<file path="config.mk">
export PLATFORM = sky130hd
export DESIGN_NAME = mips_regfile_mp
export DESIGN_NICKNAME = d
export VERILOG_FILES = /design/src/rtl/mips_regfile_mp.sv
export SDC_FILE = /design/constraint.sdc
export NUM_CORES = 2
export LEC_CHECK = 0
export CAP_MARGIN = 10
export CELL_PAD_IN_SITES_DETAIL_PLACEMENT = 0
export CELL_PAD_IN_SITES_GLOBAL_PLACEMENT = 1
export CORE_MARGIN = 3
export CORE_UTILIZATION = 45
export CTS_BUF_LIST = sky130_fd_sc_hd__clkbuf_4 sky130_fd_sc_hd__clkbuf_8
export CTS_CLUSTER_SIZE = 30
export DETAILED_ROUTE_END_ITERATION = 8
export GPL_ROUTABILITY_DRIVEN = 0
export PLACE_DENSITY_LB_ADDON = 0.1
export RECOVER_POWER = 50
export SLEW_MARGIN = 10
export SYNTH_ARGS = -nofsm -noshare
export SYNTH_HDL_FRONTEND = slang
export SYNTH_SLANG_ARGS = --single-unit
</file>
<file path="constraint.sdc">
create_clock -name clk -period 8.7 [get_ports clk]
set_input_delay 2.61 -clock clk [delete_from_list [all_inputs] [get_ports clk]]
set_output_delay 2.61 -clock clk [all_outputs]
set_load 0.03 [all_outputs]
</file>
<file path="src/rtl/mips_regfile_mp.sv">
// Multi-port MIPS register bank: NUM_RD read ports, two prioritised write
// ports, a link-write path and a per-register load-pending scoreboard.
module mips_regfile_mp #(
    parameter int DATA_W   = 32,
    parameter int ADDR_W   = 5,
    parameter int NUM_RD   = 2,
    parameter int LINK_REG = 31,
    parameter bit BYPASS   = 1'b1
) (
    input  logic                     clk,
    input  logic                     reset,
    input  logic [NUM_RD*ADDR_W-1:0] rd_addr,
    output logic [NUM_RD*DATA_W-1:0] rd_data,
    output logic [NUM_RD-1:0]        rd_busy,
    input  logic                     wa_en,
    input  logic [ADDR_W-1:0]        wa_addr,
    input  logic [DATA_W-1:0]        wa_data,
    input  logic                     wb_en,
    input  logic [ADDR_W-1:0]        wb_addr,
    input  logic [DATA_W-1:0]        wb_data,
    input  logic                     link_en,
    input  logic [DATA_W-1:0]        link_data,
    input  logic                     sb_set_en,
    input  logic [ADDR_W-1:0]        sb_set_addr,
    output logic [ADDR_W:0]          pending_cnt
);

    localparam int                DEPTH  = 2 ** ADDR_W;
    localparam logic [ADDR_W-1:0] LINK_A = ADDR_W'(LINK_REG);
    localparam logic [ADDR_W-1:0] ZERO_A = '0;

    logic [DATA_W-1:0] regs [DEPTH];
    logic [DEPTH-1:0]  pending;
    logic [DEPTH-1:0]  pending_nxt;
    logic [ADDR_W:0]   cnt_nxt;

    logic a_commit;
    logic b_commit;
    logic l_commit;

    // Resolve which writes actually land this edge (A > B > link, r0 immune)
    always_comb begin
        a_commit = !reset && wa_en && (wa_addr != ZERO_A);
        b_commit = !reset && wb_en && (wb_addr != ZERO_A)
                   && !(wa_en && (wa_addr == wb_addr));
        l_commit = !reset && link_en && (LINK_A != ZERO_A)
                   && !(wa_en && (wa_addr == LINK_A))
                   && !(wb_en && (wb_addr == LINK_A));
    end

    // Register storage; commit addresses are distinct by construction
    always_ff @(posedge clk) begin
        if (reset) begin
            for (int i = 0; i < DEPTH; i++) begin
                regs[i] <= '0;
            end
        end else begin
            if (a_commit) begin
                regs[wa_addr] <= wa_data;
            end
            if (b_commit) begin
                regs[wb_addr] <= wb_data;
            end
            if (l_commit) begin
                regs[LINK_A] <= link_data;
            end
        end
    end

    // Next pending vector: writeback clears, load issue sets (set wins)
    always_comb begin
        pending_nxt = pending;
        if (wb_en) begin
            pending_nxt[wb_addr] = 1'b0;
        end
        if (sb_set_en) begin
            pending_nxt[sb_set_addr] = 1'b1;
        end
        pending_nxt[0] = 1'b0;
    end

    // Population count of the next pending vector
    always_comb begin
        cnt_nxt = '0;
        for (int i = 0; i < DEPTH; i++) begin
            cnt_nxt = cnt_nxt + (ADDR_W+1)'(pending_nxt[i]);
        end
    end

    // Scoreboard state and its registered population count
    always_ff @(posedge clk) begin
        if (reset) begin
            pending     <= '0;
            pending_cnt <= '0;
        end else begin
            pending     <= pending_nxt;
            pending_cnt <= cnt_nxt;
        end
    end

    genvar k;
    generate
        for (k = 0; k < NUM_RD; k++) begin : g_rd
            logic [ADDR_W-1:0] addr;
            logic [DATA_W-1:0] val;

            assign addr = rd_addr[k*ADDR_W +: ADDR_W];

            // Read mux: stored value, optionally overridden by this edge's write
            always_comb begin
                val = regs[addr];
                if (BYPASS) begin
                    if (a_commit && (wa_addr == addr)) begin
                        val = wa_data;
                    end else if (b_commit && (wb_addr == addr)) begin
                        val = wb_data;
                    end else if (l_commit && (LINK_A == addr)) begin
                        val = link_data;
                    end
                end
                if (addr == ZERO_A) begin
                    val = '0;
                end
            end

            assign rd_data[k*DATA_W +: DATA_W] = val;

            assign rd_busy[k] = pending[addr]
                                && !(wb_en && (wb_addr == addr)
                                     && (addr != ZERO_A));
        end
    endgenerate

endmodule
</file>
==> metrics.txt <==
Worst EP required 9.28 ns; combinational power share 17.3%; part of the cycle the worst path needs 101.1%; Clk pwr share 35.9%; Worst-Margin Slew 4.319 ns; Die ar. 0.1436 mm^2; Syn Inst Count 4705; Core Area 0.1378 mm^2; highest achievable clock rate 0.1137 GHz; Seq/Total Area, Yosys 50.30%; final core occ 52.09%; register area 0.03149 mm^2; Via density 7.665; area delta synth->final 14.69%; routed wire length 295600 um; initial antenna violation count 13; port bufs 198; RSZ-0062 raised after global routing no; post-synth top area cell edfxtp_1; Die H 379.0 um; most common library cells after synthesis edfxtp_1, a22o_1, clkbuf_1; CP max FO 33; crit path DAT 9.38 ns; CTS Root Cell clkbuf_8; syn_area_per_cell 13.31 um^2; Hold WS 0.5545 ns; Layout Skew 0.01914 ns; worst hold path type reg -> reg; ys flop type edfxtp_1; GR Overflow Total 0; dpl ws -0.2722 ns; post-DR wirelength/cell 43.80 um; Synth warnings 0; Synth top area share 49.12%; max_cap viols 37; I/O pins 199; multi-input combinational cell area 0.02861 mm^2; DIE WIDTH 379.0 um; Post-CTS Setup Inserts 0; Pint 9.230 mW; layout cell share with drive strength beyond 1 24.91%; NetSw 3.747 mW; Rel. slew slack -187.9%; Most common cell on crit path buf_4; Worst Path Buf+Inv 5; DP Wirelength 171600 um; number of synthesized flops with an enable pin 1024; critical-path cell list clkdlybuf4s50_1 -> clkbuf_4 -> buf_4 -> or3_1 -> o311ai_4 -> a31oi_4 -> nand3b_1 -> nor2_4 -> clkbuf_1 -> or3_2 -> buf_4; status complete, but fails checks; most frequent cell after synthesis edfxtp_1; Post-Syn Area 0.06260 mm^2; CP Capture Type flop; Slew Limit Fails 1166; slowest cell delay on critical path 2.63 ns; htree depth 4; total clock sinks 1061; Tmin final 8.798 ns; largest net degree at the start of global routing 96; PnR worst setup slack -0.09818 ns; Pleak 25.08 nW; Synth area leaders edfxtp_1, a22o_1, mux4_2; FF+latch count, synth 1061; first-pass GRT wire length 402200 um; gr usage total 40.65%; Initial Utilization 45.42%; failing checks max-capacitance violations, max-slew violations, negative setup slack; total number of vias 51730; TritonCTS clock tree built; worst skew pair latency 0.94 ns; Hold Buf Count CTS 0; Sw Share 28.88%; Reg power frac 46.7%; drt first-iter violations 8123; Filler cells 11760; ys async rst share 0%; vias in the first global route 50460; P per Cell Area 180.7 mW/mm^2; clk slew on worst S/H paths 0.06 ns; Pre-antenna DRT Iters 9; Fin. Hold Viols 0; Design Power 12.98 mW; antenna viol nets, final 0; startpoint type of the worst setup path primary input; Rows 136; DRC viols 0; clock buffer depth 3; CTS buffer count 191; Peak VDD IR 0.1736 mV; CP top delay family buffers and inverters; post-synth cell types 67; crit path kind in -> reg; nets 4953; # setup viols final 16; CP max stage cell clkbuf_1
[cell families (layout without fill, tap and decap cells)]
logic type      after synthesis  count (layout)  synth area share, %
flops                      1061            1061                50.30
xor+xnor                     28              28               0.3917
fa+ha+maj                    30              30               0.8754
buf+inv                     759             968                5.139
mux                         668             668                18.16
other cells                   1              42             0.005990
compound gates             1683            1683                21.44
simple gates                475             475                3.692
[routing by layer]
metal | track usage (%) | wire (um) | vias up
met4 | 25.06 | 20630 | 6
met2 | 61.01 | 130600 | 4494
met3 | 11.83 | 39060 | 1121
met5 | 0.7204 | 161 | -
li1 | - | - | 19700
met1 | 51.91 | 105100 | 26410
[power groups by stage]
stage | combinational, mW | clock [mW] | sequential, mW
final | 2.25 | 4.66 | 6.07
after global routing | 2.30 | 4.89 | 6.09
after CTS | 2.20 | 4.66 | 6.05
after detailed placement | 2.19 | 0 | 6.16
after global placement | 2.19 | 0 | 6.14
after floorplan | 1.20 | 0 | 6.11
[cell type report]
type / count / share of cell area, %
Sequential cell: 1061 / 43.86
Multi-Input combinational cell: 2916 / 39.85
Timing Repair Buffer: 561 / 7.722
Clock buffer: 275 / 4.601
Tap cell: 1794 / 3.126
Clock inverter: 67 / 0.4653
Inverter: 65 / 0.3398
Antenna cell: 10 / 0.03485
[tightest hold or removal path, stage by stage, from the launching register on]
cell	delay, ns
dfxtp_1	0.32
o21ai_0	0.10
a21oi_1	0.08
[sequential cells by signal, indices dropped and copies added, names as in the netlist]
name         count
pending         31
pending_cnt      6
regs          1024
[through the flow]
stage / setup TNS, ns / cells / area (um^2)
floorplan: 0 / 4736 / 62720
finish: -0.9188 / 6749 / 71800
global placement: -0.3208 / 6397 / 68330
CTS: 0 / 6739 / 71970
global route: 0 / 6740 / 71770
detailed placement: -0.3391 / 6397 / 68330
[placed cells by master (no fill, tap or decap), drive strengths merged, types with 32 or more instances in the layout]
master and instances:
a211oi 60, a21oi 132, a221oi 33, a222oi 32, a22o 962, a22oi 55
a31oi 33, buf 398, clkbuf 314, clkdlybuf4s50 117, clkinv 58, conb 32
dfxtp 37, edfxtp 1024, inv 68, mux2i 266, mux4 371, nand2 141
nand3 48, nor2 127, nor2b 39, o21ai 93, o221ai 61, o22ai 149
or3 41
[timing repair]
| action | in CTS | in global routing |
|---|---|---|
| gates resized for setup | 0 | 2 |
| setup endpoints to repair | 0 | 6 |
| hold endpoints to repair | 0 | 0 |
[final timing paths]
kind / from / endpoint / slack (ns) / depth (start not counted)
min reg2reg: pending[3] / pending[3] / 0.55 / 2
max reg2reg: pending[10] / pending_cnt[4] / 3.16 / 16
max: wb_addr[4] / regs[25][14] / -0.1 / 11
min: pending[3] / pending[3] / 0.55 / 2
Note: power is estimated with default switching activity, not from simulation.
